==> config.mk <==
export PLATFORM = sky130hd
export DESIGN_NAME = if_fetch_unit
export DESIGN_NICKNAME = d
export VERILOG_FILES = /design/src/rtl/if_pkg.sv /design/src/rtl/if_fetch_unit_fetch_buffer.sv /design/src/rtl/if_fetch_unit.sv
export SDC_FILE = /design/constraint.sdc
export NUM_CORES = 1
export LEC_CHECK = 0
export ABC_CLOCK_PERIOD_IN_PS = 7870
export BUFFER_PORTS_ARGS = -buffer_cell sky130_fd_sc_hd__buf_2
export CAP_MARGIN = 20
export CORE_MARGIN = 1
export CORE_UTILIZATION = 60
export CTS_CLUSTER_DIAMETER = 50
export CTS_CLUSTER_SIZE = 40
export DETAILED_ROUTE_END_ITERATION = 10
export GPL_TIMING_DRIVEN = 0
export HOLD_SLACK_MARGIN = 0.08
export PLACE_DENSITY_LB_ADDON = 0.25
export SLEW_MARGIN = 20
export SYNTH_ARGS = -nofsm -noshare
export SYNTH_HDL_FRONTEND = slang
export SYNTH_SLANG_ARGS = --single-unit
==> constraint.sdc <==
create_clock -name clk -period 7.87 [get_ports clk]
set_clock_uncertainty 0.1 [all_clocks]
set_input_delay 1.574 -clock clk [delete_from_list [all_inputs] [get_ports clk]]
set_output_delay 1.574 -clock clk [all_outputs]
set_load 0.005 [all_outputs]
==> src/rtl/if_pkg.sv <==
// Shared types and constants for the instruction-fetch stage.
//   NOP_INST         : instruction presented when no valid head entry exists
//   DEFAULT_RESET_PC : default first fetch address after reset
//   fetch_entry_t    : one fetch buffer slot {pc, inst, filled}
package if_pkg;

   localparam int unsigned XLEN             = 32;
   localparam logic [31:0] NOP_INST         = 32'h0000_0013;
   localparam logic [31:0] DEFAULT_RESET_PC = 32'h0000_0000;

   typedef struct packed {
      logic [XLEN-1:0] pc;
      logic [XLEN-1:0] inst;
      logic            filled;
   } fetch_entry_t;

endpackage

==> src/rtl/if_fetch_unit_fetch_buffer.sv <==
// Ring buffer of fetch entries, one slot per request in flight.
// Ports:
//   clk, rst_n    : clock, asynchronous active-low reset
//   flush         : free every entry and rewind all pointers
//   alloc/alloc_pc: reserve the slot at the alloc pointer for a granted fetch
//   fill/fill_inst: write a returned word into the oldest unfilled slot
//   pop           : free the head slot
//   head          : head slot contents
//   alloc_cnt     : slots currently allocated (filled or not)
//   unfilled_cnt  : allocated slots still waiting for their word
module fetch_buffer
   import if_pkg::*;
#(
   parameter int unsigned DEPTH    = 2,
   parameter logic [31:0] RESET_PC = DEFAULT_RESET_PC,
   localparam int unsigned PW      = $clog2(DEPTH),
   localparam int unsigned CW      = PW + 1
) (
   input  logic               clk,
   input  logic               rst_n,
   input  logic               flush,
   input  logic               alloc,
   input  logic [XLEN-1:0]    alloc_pc,
   input  logic               fill,
   input  logic [XLEN-1:0]    fill_inst,
   input  logic               pop,
   output fetch_entry_t       head,
   output logic [CW-1:0]      alloc_cnt,
   output logic [CW-1:0]      unfilled_cnt
);

   fetch_entry_t  entries [DEPTH];
   // Pointers carry one extra wrap bit so full and empty are distinguishable.
   logic [CW-1:0] alloc_ptr;
   logic [CW-1:0] fill_ptr;
   logic [CW-1:0] rd_ptr;
   logic [PW-1:0] alloc_idx;
   logic [PW-1:0] fill_idx;
   logic [PW-1:0] rd_idx;

   assign alloc_idx = alloc_ptr[PW-1:0];
   assign fill_idx  = fill_ptr[PW-1:0];
   assign rd_idx    = rd_ptr[PW-1:0];

   // Alloc, fill and pop always target distinct slots, so all three may act together.
   always_ff @(posedge clk or negedge rst_n) begin
      if (!rst_n) begin
         alloc_ptr <= '0;
         fill_ptr  <= '0;
         rd_ptr    <= '0;
         for (int i = 0; i < int'(DEPTH); i++) begin
            entries[i] <= '{pc: RESET_PC, inst: NOP_INST, filled: 1'b0};
         end
      end else if (flush) begin
         alloc_ptr <= '0;
         fill_ptr  <= '0;
         rd_ptr    <= '0;
         for (int i = 0; i < int'(DEPTH); i++) begin
            entries[i].filled <= 1'b0;
         end
      end else begin
         if (alloc) begin
            entries[alloc_idx].pc     <= alloc_pc;
            entries[alloc_idx].filled <= 1'b0;
            alloc_ptr                 <= alloc_ptr + CW'(1);
         end
         if (fill) begin
            entries[fill_idx].inst   <= fill_inst;
            entries[fill_idx].filled <= 1'b1;
            fill_ptr                 <= fill_ptr + CW'(1);
         end
         if (pop) begin
            entries[rd_idx].filled <= 1'b0;
            rd_ptr                 <= rd_ptr + CW'(1);
         end
      end
   end

   assign head         = entries[rd_idx];
   assign alloc_cnt    = alloc_ptr - rd_ptr;
   assign unfilled_cnt = alloc_ptr - fill_ptr;

endmodule

==> src/rtl/if_fetch_unit.sv <==
// IF stage: owns the PC, issues in-order fetches and presents one
// instruction per cycle to IF/ID, honouring stall and redirect.
// Ports:
//   clk, rst_n                 : clock, asynchronous active-low reset
//   PC_EN_IF                   : 1 lets IF/ID consume the head, 0 stalls
//   Branch_ID/branch_target_ID : redirect, flush and restart at target
//   imem_req/imem_addr/imem_gnt: fetch request handshake
//   imem_rvalid/imem_rdata     : in-order fetch responses
//   valid_IF/PC_IF/inst_IF     : head instruction to IF/ID (NOP when invalid)
// Optional: define IF_PERF_CNT_EN to add saturating perf_stall_cnt,
// perf_bubble_cnt and perf_redirect_cnt outputs.
module if_fetch_unit
   import if_pkg::*;
#(
   parameter logic [31:0] RESET_PC   = DEFAULT_RESET_PC,
   parameter int unsigned FIFO_DEPTH = 2
) (
   input  logic        clk,
   input  logic        rst_n,
   input  logic        PC_EN_IF,
   input  logic        Branch_ID,
   input  logic [31:0] branch_target_ID,
   output logic        imem_req,
   output logic [31:0] imem_addr,
   input  logic        imem_gnt,
   input  logic        imem_rvalid,
   input  logic [31:0] imem_rdata,
   output logic        valid_IF,
   output logic [31:0] PC_IF,
   output logic [31:0] inst_IF
`ifdef IF_PERF_CNT_EN
   ,
   output logic [31:0] perf_stall_cnt,
   output logic [31:0] perf_bubble_cnt,
   output logic [31:0] perf_redirect_cnt
`endif
);

   localparam int unsigned CW = $clog2(FIFO_DEPTH) + 1;

   logic [31:0]   fetch_pc;
   logic [31:0]   pc_hold;
   logic [CW-1:0] drop_cnt;
   logic [CW-1:0] alloc_cnt;
   logic [CW-1:0] unfilled_cnt;
   logic [CW:0]   occupancy;
   fetch_entry_t  head;
   logic          grant;
   logic          fill;
   logic          pop;

   // Dropped responses still hold a credit until they come back.
   assign occupancy = {1'b0, alloc_cnt} + {1'b0, drop_cnt};
   assign imem_req  = rst_n & ~Branch_ID & (occupancy < (CW+1)'(FIFO_DEPTH));
   assign imem_addr = fetch_pc;
   assign grant     = imem_req & imem_gnt;
   assign fill      = imem_rvalid & ~Branch_ID & (drop_cnt == '0);
   assign valid_IF  = head.filled;
   assign pop       = PC_EN_IF & valid_IF & ~Branch_ID;
   assign inst_IF   = valid_IF ? head.inst : NOP_INST;
   assign PC_IF     = valid_IF ? head.pc : pc_hold;

   fetch_buffer #(
      .DEPTH    (FIFO_DEPTH),
      .RESET_PC (RESET_PC)
   ) u_fetch_buffer (
      .clk          (clk),
      .rst_n        (rst_n),
      .flush        (Branch_ID),
      .alloc        (grant),
      .alloc_pc     (fetch_pc),
      .fill         (fill),
      .fill_inst    (imem_rdata),
      .pop          (pop),
      .head         (head),
      .alloc_cnt    (alloc_cnt),
      .unfilled_cnt (unfilled_cnt)
   );

   // Fetch PC, empty-buffer PC hold, and count of responses owed to a flushed stream.
   always_ff @(posedge clk or negedge rst_n) begin
      if (!rst_n) begin
         fetch_pc <= RESET_PC;
         pc_hold  <= RESET_PC;
         drop_cnt <= '0;
      end else begin
         if (Branch_ID) begin
            fetch_pc <= branch_target_ID;
         end else if (grant) begin
            fetch_pc <= fetch_pc + 32'd4;
         end

         if (valid_IF) begin
            pc_hold <= head.pc;
         end

         // On redirect every outstanding request becomes a drop, minus the one returning now.
         if (Branch_ID) begin
            drop_cnt <= drop_cnt + unfilled_cnt - CW'(imem_rvalid);
         end else if (imem_rvalid && (drop_cnt != '0)) begin
            drop_cnt <= drop_cnt - CW'(1);
         end
      end
   end

`ifdef IF_PERF_CNT_EN
   // Saturating performance counters.
   always_ff @(posedge clk or negedge rst_n) begin
      if (!rst_n) begin
         perf_stall_cnt    <= '0;
         perf_bubble_cnt   <= '0;
         perf_redirect_cnt <= '0;
      end else begin
         if (!PC_EN_IF && valid_IF && (perf_stall_cnt != '1)) begin
            perf_stall_cnt <= perf_stall_cnt + 32'd1;
         end
         if (!valid_IF && !Branch_ID && (perf_bubble_cnt != '1)) begin
            perf_bubble_cnt <= perf_bubble_cnt + 32'd1;
         end
         if (Branch_ID && (perf_redirect_cnt != '1)) begin
            perf_redirect_cnt <= perf_redirect_cnt + 32'd1;
         end
      end
   end
`endif

endmodule

Word-level counts from Yosys, hierarchy flattened. Cells that the tools add are included.

Register bits after elaboration: 202. Input port bits: 70. Output and inout port bits: 98. Logic and storage cells: 87.

Add/subtract/negate cells: 10. Magnitude comparators: 7. Mux-type cells: 37. Bitwise gates (word level): 11. Reduce and logical (&&, ||, !) cells: 10.

Operators by type and width (count): $bwmux 130 (5); $mux 130 (5); $demux 65 s1 (5); $mux 65 (4); $mux 32 (4); $mux 33 (1); $add 32x3->32 const B (1); $mux 2 (8); $reduce_bool 2->1 (5); $and 1x1->1 (7); $add 2x1->2 const B (3); $ge 2x2->1 const B (3); $lt 2x1->1 const B (3); $not 1->2 (3); $mux 1 (5); $logic_and 1x1->1 (4); $sub 2x2->2 (2); $add 2x2->3 (1); $lt 3x2->1 const B (1); $add 2x2->2 (1); $logic_not 2->1 (1); $sub 2x1->2 (1); $sub 2x1->2 const B (1); $not 1->1 (1).

Depth between registers and ports, before layout. Gate-level depths: netlist (run 1).

Depth after elaboration: 16. Mapped depth: 12. Mapped depth without buffers: 10.

Cells and area by module. A second synthesis (run 1) with hierarchy kept.

Cell total of the unflattened synthesis: 717. Area total of the unflattened synthesis: 9539.1 um2.

By module, submodules not included: fetch_buffer (instances 1, cells each 387, area an instance 6043.3 um2); if_fetch_unit (instances 1, cells each 330, area an instance 3495.9 um2).

Least setup slack after synthesis (run 1). OpenSTA, ideal clock, no wires.

Path type: input to output. Start point: input port Branch_ID. End point: output port imem_req. Data arrival time: 1.996 ns. Path slack: 4.200 ns. Stages: 2. Path buffers: 1. Path through: buf_2 -> and4b_1.

Cells in the longest elaborated chain, start to end: 3.

RTL lines: start, declared (line if_fetch_unit.sv:21) `input logic Branch_ID,`; $not 1->1 (line if_fetch_unit.sv:54) `assign imem_req = rst_n & ~Branch_ID & (occupancy < (CW+1)'(FIFO_DEPTH));`; $and 1x1->1 (2 in series) (line if_fetch_unit.sv:54); end, declared (line if_fetch_unit.sv:23) `output logic imem_req,`.

Every way passes these cells.

Worst setup path after layout (run 1).
Start point: register u_fetch_buffer.rd_ptr[0]. End point: output port PC_IF[16].

Cells in the longest elaborated chain, start to end: 5.

RTL lines: start, declared (line if_fetch_unit_fetch_buffer.sv:36) `logic [CW-1:0] rd_ptr;`; start signal, assigned (line if_fetch_unit_fetch_buffer.sv:74) `rd_ptr <= rd_ptr + CW'(1);`; $not 1->2 (not written as such) (line if_fetch_unit_fetch_buffer.sv:79) `assign head = entries[rd_idx];`; $mux 65 (not written as such) (3 in series) (line if_fetch_unit_fetch_buffer.sv:79); $mux 32; end, declared (line if_fetch_unit.sv:29) `output logic [31:0] PC_IF,`.

Every way passes these cells. The select of a mux whose other input is x is not followed.

==> results of run 1 <==
## routing by layer
layer  GRT usage  share of wire  vias up
met4       0.100          0.031        0
met1       0.370           0.42     3425
met5           0              0        -
li1            -              -     3165
met2       0.471           0.48      287
met3      0.0612          0.071       49
## power groups by stage
stage	clock (mW)	combinational (mW)	sequential (mW)
after detailed placement	0	0.964	1.68
after CTS	1.02	0.973	1.66
final	1.01	0.964	1.67
after floorplan	0	0.677	1.62
after global routing	1.06	1.08	1.72
after global placement	0	0.925	1.66
## through the flow
| stage | power (mW) | instances |
|---|---|---|
| floorplan | 2.29 | 780 |
| CTS | 3.66 | 1169 |
| finish | 3.64 | 1170 |
| global placement | 2.58 | 1130 |
| global route | 3.85 | 1170 |
| detailed placement | 2.65 | 1132 |
## layout by cell type (no fill, tap or decap), types with 18 or more instances in the layout
master and count:
sky130_fd_sc_hd__clkbuf_1 29, sky130_fd_sc_hd__nand2_1 85, sky130_fd_sc_hd__mux2_2 122, sky130_fd_sc_hd__o21ai_0 57, sky130_fd_sc_hd__nor2_1 51, sky130_fd_sc_hd__dfrtp_1 196
sky130_fd_sc_hd__nand3_1 18, sky130_fd_sc_hd__buf_2 178, sky130_fd_sc_hd__clkbuf_16 21, sky130_fd_sc_hd__mux2i_1 64
## worst min-delay path, stage by stage (launching register included)
cell and delay [ns]:
sky130_fd_sc_hd__dfrtp_1 0.35, sky130_fd_sc_hd__nand2_1 0.05, sky130_fd_sc_hd__o21ai_0 0.06
## cells by family after synthesis
group | Yosys count | share of synthesized area
buffers and inverters | 61 | 0.0288
XOR/XNOR | 11 | 0.0105
AND/OR/NAND/NOR | 203 | 0.102
multiplexers | 186 | 0.219
flip-flops | 202 | 0.551
adder cells (fa/ha/maj) | 7 | 0.0120
AO/OA/AOI/OAI | 110 | 0.0759
## worst paths after layout
kind / start / endpoint
setup / recovery: u_fetch_buffer.rd_ptr[0]$_DFFE_PN0P_ / PC_IF[16]
hold / removal: flop / flop
setup reg to reg: u_fetch_buffer.alloc_ptr[0]$_DFFE_PN0N_ / flop
hold reg to reg: flop / flop
max in group asynchronous: rst_n / asynchronous set/reset pin
min in group asynchronous: rst_n / pc_hold[7]$_DFF_PN0_
## layout make-up
class / count / area (um^2) / area share
sequential: 202 / 5060 / 0.459
multi-input combinational: 517 / 3850 / 0.349
timing repair buffer: 168 / 896 / 0.0812
clock buffer: 22 / 539 / 0.0489
tap: 184 / 230 / 0.0209
buffer: 47 / 211 / 0.0192
clock inverter: 15 / 183 / 0.0166
inverter: 14 / 52.6 / 0.00476
antenna: 1 / 2.50 / 0.000227
==> results.cfg, run 1 <==
[run_status]
status = finished, final reports clean

[worst_setup_path]
setup.worst_path.start_class = flop
critPathCaptureType = output pin
worst-r2r-setup-slack_ns = 4.34
worst-path-buf-inv = 4
cp.depth = 8
critical_path.top_delay_family = buffers and inverters
worst_setup_path_class = reg -> out
path_max_fanout = 10
critical_path_arrival_ns = 3.40
critical-path-max-stage-delay_ns = 0.66
worst-r2r-cell-count = 10
cp_slowest_cell = sky130_fd_sc_hd__clkbuf_1
critical_path_required_ns = 6.20
cp_cell_sequence = clkbuf_1, nor2b_1, a21oi_1, clkbuf_1, clkbuf_1, nand2_1, o21ai_0, buf_2
cp_common_cell = sky130_fd_sc_hd__clkbuf_1

[placed_design]
hpwlAfterDp_um = 15100
number_of_port_buffers = 166
dpl_cell_area_mm2 = 0.0103
post-place-ws_ns = 3.39
gpl.final_weighted_congestion = 0.863

[floorplan]
die_height_um = 126
core.rowCount = 44
io_pins = 168
core_area_mm2 = 0.0148
dieArea_mm2 = 0.0158
die_x_um = 126
initial_core_util = 0.622

[global_routing]
grt_start_max_net_pins = 91
first_global_vias = 7037
first_pass_grt_wire_length_um = 35500
grt_antenna_before_repair = 1
combined_global_route_utilization_of_all_metal_layers = 0.283
grt_remaining_overflow = 0

[sta]
finalCritPeriodShare = 0.645
finalSetupViolCount = 0
timing.final.ws_setup_ns = 2.80
worst_slew_pin_tran_ns = 0.881
fin_tns_setup_ns = 0
achievable-frequency_ghz = 0.197
grt_setup_unrepaired = false
count_of_final_hold_check_violations = 0
finalHoldWorstSlack_ns = 0.385
slew_headroom = 0.413
period_needed_ns = 5.07
final_max_slew_viol_count = 0

[synthesis]
async_s_r_ff_share_synth = 1.00
post_synth.cell_area_avg_um2 = 11.8
yosysMostFrequentCell = sky130_fd_sc_hd__dfrtp_1
net_count_after_synthesis = 857
post_synth_inst_count = 780
yosysWarnings = 0
yosys_register_bits = 202
number_of_distinct_library_cell_variants_in_the_gate_level_netlist_after_synthesis = 51
synth_top_area_frac = 0.534
syn-cell-area_mm2 = 0.00918
synth_ff_type = sky130_fd_sc_hd__dfrtp_1
synth_top_cells_by_area = sky130_fd_sc_hd__dfrtp_1 53%, sky130_fd_sc_hd__mux2_2 15%, sky130_fd_sc_hd__mux2i_1 7.0%, sky130_fd_sc_hd__nand2_1 3.5%, sky130_fd_sc_hd__o21ai_0 3.1%
count_of_flip_flops_with_a_built_in_enable_after_synthesis = 0
synthDominantAreaCellType = sky130_fd_sc_hd__dfrtp_1
synth.yosys.seq_area_share = 0.551
synth_top_cells_by_count = 196 x sky130_fd_sc_hd__dfrtp_1, 122 x sky130_fd_sc_hd__mux2_2, 85 x sky130_fd_sc_hd__nand2_1

[power_and_ir_drop]
cellPowerDensity_mw_per_mm2 = 330
power_switching_share = 0.312
power.ir.vdd_worst_mv = 0.259
power.share.sequential = 0.458
switching_component_of_the_power_mw = 1.14
intPower_mw = 2.50
power.static_leakage_nw = 5.18
power.share.combinational = 0.265
clkPwrFrac = 0.277

[clock_network]
ctsLongestPathBuffers = 3
htreeDepth = 1
cts_repair_resize_count = 0
tritoncts_num_sinks = 202
root_buffer = sky130_fd_sc_hd__clkbuf_16
clock_insertion_delay_worst_skew_ns = 0.50
clk_transition_reported_paths_ns = 0.07
cts_made_buffers = 21
tritoncts_clock_tree = done
cts_hold_repair.buffers = 0
cts_setup_buffers = 0

[min_path]
hold_path.class = reg -> reg
holdPathStages = 2

[detailed_routing]
routed_wire_length_per_instance_um = 18.3
num_vias = 6926
post_drt_via_cell_ratio = 5.92
drcViolationCount = 0
totalWireLength_um = 21500
ant_nets = 0
initialDrtViolationCount = 595
dr.pass1.iters = 5

[cells_and_area]
area_growth_syn_to_layout_pct = 20.2
layout_cell_share_with_drive_strength_beyond_1 = 0.362
postLayoutCellArea_mm2 = 0.0110
fill_cells = 1043
final_net_count = 1048
utilization = 0.748

[flow_run]
max-cap-violations = 0
Power figures use the tool's default switching activity.
==> run 2, diff against run 1 <==
ABC_CLOCK_PERIOD_IN_PS = 4700   (was 7870)
CORE_UTILIZATION = 56   (was 60)
clock period = 4.7 ns   (was 7.87 ns; I/O delays follow)
==> results.cfg, run 2 (same netlist as run 1, synthesis figures left out) <==
[cells_and_area]
finalNonFillerCells = 1205
layout_cell_share_with_drive_strength_beyond_1 = 0.364
area_growth_syn_to_layout_pct = 21.2
layout_common_cells = 196 x sky130_fd_sc_hd__dfrtp_1, 178 x sky130_fd_sc_hd__buf_2, 122 x sky130_fd_sc_hd__mux2_2, 85 x sky130_fd_sc_hd__nand2_1, 64 x sky130_fd_sc_hd__mux2i_1
final_net_count = 1049
utilization = 0.698
layout_commonest_cell = sky130_fd_sc_hd__dfrtp_1

[detailed_routing]
drcViolationCount = 0
routed_wire_length_per_instance_um = 17.9
post_drt_via_cell_ratio = 5.67
routed_metal_1_wirelength_um = 9150
totalWireLength_um = 21600
initialDrtViolationCount = 489
num_vias = 6827
dr.pass1.iters = 5
ant_nets = 0
met3WireLength_um = 1570
dr.max_layer_used = met5
routed-wl-met2_um = 10200

[sta]
count_of_final_hold_check_violations = 0
final_max_slew_viol_count = 0
grt_setup_unrepaired = false
achievable-frequency_ghz = 0.225
period_needed_ns = 4.45
slew_headroom = 0.443
worst_slew_pin_tran_ns = 0.835
finalCritPeriodShare = 0.946
finalSetupViolCount = 0

[clock_network]
cts_hold_repair.buffers = 0
root_buffer = sky130_fd_sc_hd__clkbuf_16
clk_transition_reported_paths_ns = 0.07
clock_insertion_delay_worst_skew_ns = 0.51
tritoncts_clock_tree = done
tritoncts_num_sinks = 202
cts_setup_buffers = 0
htreeDepth = 1
ctsLongestPathBuffers = 3
cts_made_buffers = 22
cts_repair_resize_count = 0

[global_routing]
first_pass_grt_wire_length_um = 34600
grt_remaining_overflow = 0
combined_global_route_utilization_of_all_metal_layers = 0.263
grt_start_max_net_pins = 102
grt_antenna_before_repair = 4
first_global_vias = 6836

[power_and_ir_drop]
clkPwrFrac = 0.292
switching_component_of_the_power_mw = 1.90
cellPowerDensity_mw_per_mm2 = 558
report.power.total_mw = 6.21
power.share.combinational = 0.259
power_switching_share = 0.306
power.static_leakage_nw = 5.20
power.share.sequential = 0.448
power.ir.vdd_worst_mv = 0.428
intPower_mw = 4.31

[worst_setup_path]
critPathCaptureType = output pin
worst_setup_path_class = reg -> out
critical-path-max-stage-delay_ns = 0.60
critical_path_required_ns = 3.66
critical_path_arrival_ns = 3.41
cp_slowest_cell = sky130_fd_sc_hd__clkbuf_1
path_max_fanout = 10
timing.rr.start = u_fetch_buffer.alloc_ptr[0]$_DFFE_PN0N_
setup.worst_path.start_class = flop
cp_cell_sequence = clkbuf_1, nor2b_1, a21oi_1, clkbuf_1, clkbuf_1, nand2_1, o21ai_0, buf_2
cp_common_cell = sky130_fd_sc_hd__clkbuf_1
crit_start = u_fetch_buffer.rd_ptr[0]$_DFFE_PN0P_

[flow_run]
max-cap-violations = 0

[floorplan]
io_pins = 168
core_area_mm2 = 0.0159
initial_core_util = 0.576
dieArea_mm2 = 0.0169
core.rowCount = 46
die_height_um = 130
die_x_um = 130

[placed_design]
placed_cells = 1164
number_of_port_buffers = 166
gpl.final_weighted_congestion = 0.847
hpwlAfterDp_um = 15000

[run_status]
status = finished, final reports clean

[min_path]
hold_path.class = in -> async
## run 2: cell count changes in the layout (fill, tap and decap cells not counted)
cell	change
sky130_fd_sc_hd__clkinv_4	-1
sky130_fd_sc_hd__clkinvlp_4	+2
sky130_fd_sc_hd__inv_12	+1
sky130_fd_sc_hd__clkinv_2	+1
sky130_fd_sc_hd__bufinv_16	+2
sky130_fd_sc_hd__clkinv_8	-3
sky130_fd_sc_hd__clkbuf_8	-1
sky130_fd_sc_hd__inv_6	+2
sky130_fd_sc_hd__clkbuf_16	+1
sky130_fd_sc_hd__inv_8	-1
## run 2: layout make-up
| type | instances | area [um^2] |
|---|---|---|
| flip-flops and latches | 202 | 5060 |
| clock buffers | 22 | 551 |
| multi-input cells | 517 | 3850 |
| fillers | 1240 | 4810 |
| plain buffers | 47 | 211 |
| repair buffers | 168 | 896 |
| inverters | 14 | 52.6 |
| clock inverters | 18 | 228 |
| diodes | 1 | 2.50 |
| well taps | 216 | 270 |
## run 2: metal layers
metal	vias up	GRT usage
met5	-	0
met4	4	0.0807
met3	42	0.0644
met2	221	0.434
met1	3389	0.345
li1	3171	-
## run 2: through the flow
stage	setup slack (ns)	hold slack, ns	setup TNS [ns]	instance area, um^2
3_3_place_gp	-1.95	0.361	-304.95	10300
2_1_floorplan	1.76	0.349	0	9180
6_report	0.252	0.127	0	11100
4_1_cts	0.289	0.116	0	11100
3_5_place_dp	0.876	0.371	0	10300
5_1_grt	0.0919	0.114	0	11100
## run 2: final timing paths
path                                         endpoint  slack, ns  cells past startpoint
setup / recovery                            PC_IF[16]       0.25                      8
hold / removal             asynchronous set/reset pin       0.13                      1
setup reg to reg                                 flop       1.21                     10
hold reg to reg                                  flop       0.38                      2
max in group asynchronous  asynchronous set/reset pin       3.65                      2
min in group clk                                 flop       0.38                      2
## run 2: power by group through the flow
stage          Sequential, mW  Clock, mW  Combinational [mW]
2_1_floorplan            2.71          0                1.13
6_report                 2.79       1.82                1.61
3_5_place_dp             2.82          0                1.62
4_1_cts                  2.78       1.85                1.63
5_1_grt                  2.87       1.91                1.82
3_3_place_gp             2.78          0                1.55
## run 2: critical path, delay by kind of cell (launching register included)
kind                   cells  cell delay (ns)
and+or+nand+nor            2             0.27
DFF                        1             0.35
buffers and inverters      4             1.71
AOI/OAI and AO/OA          2             0.57
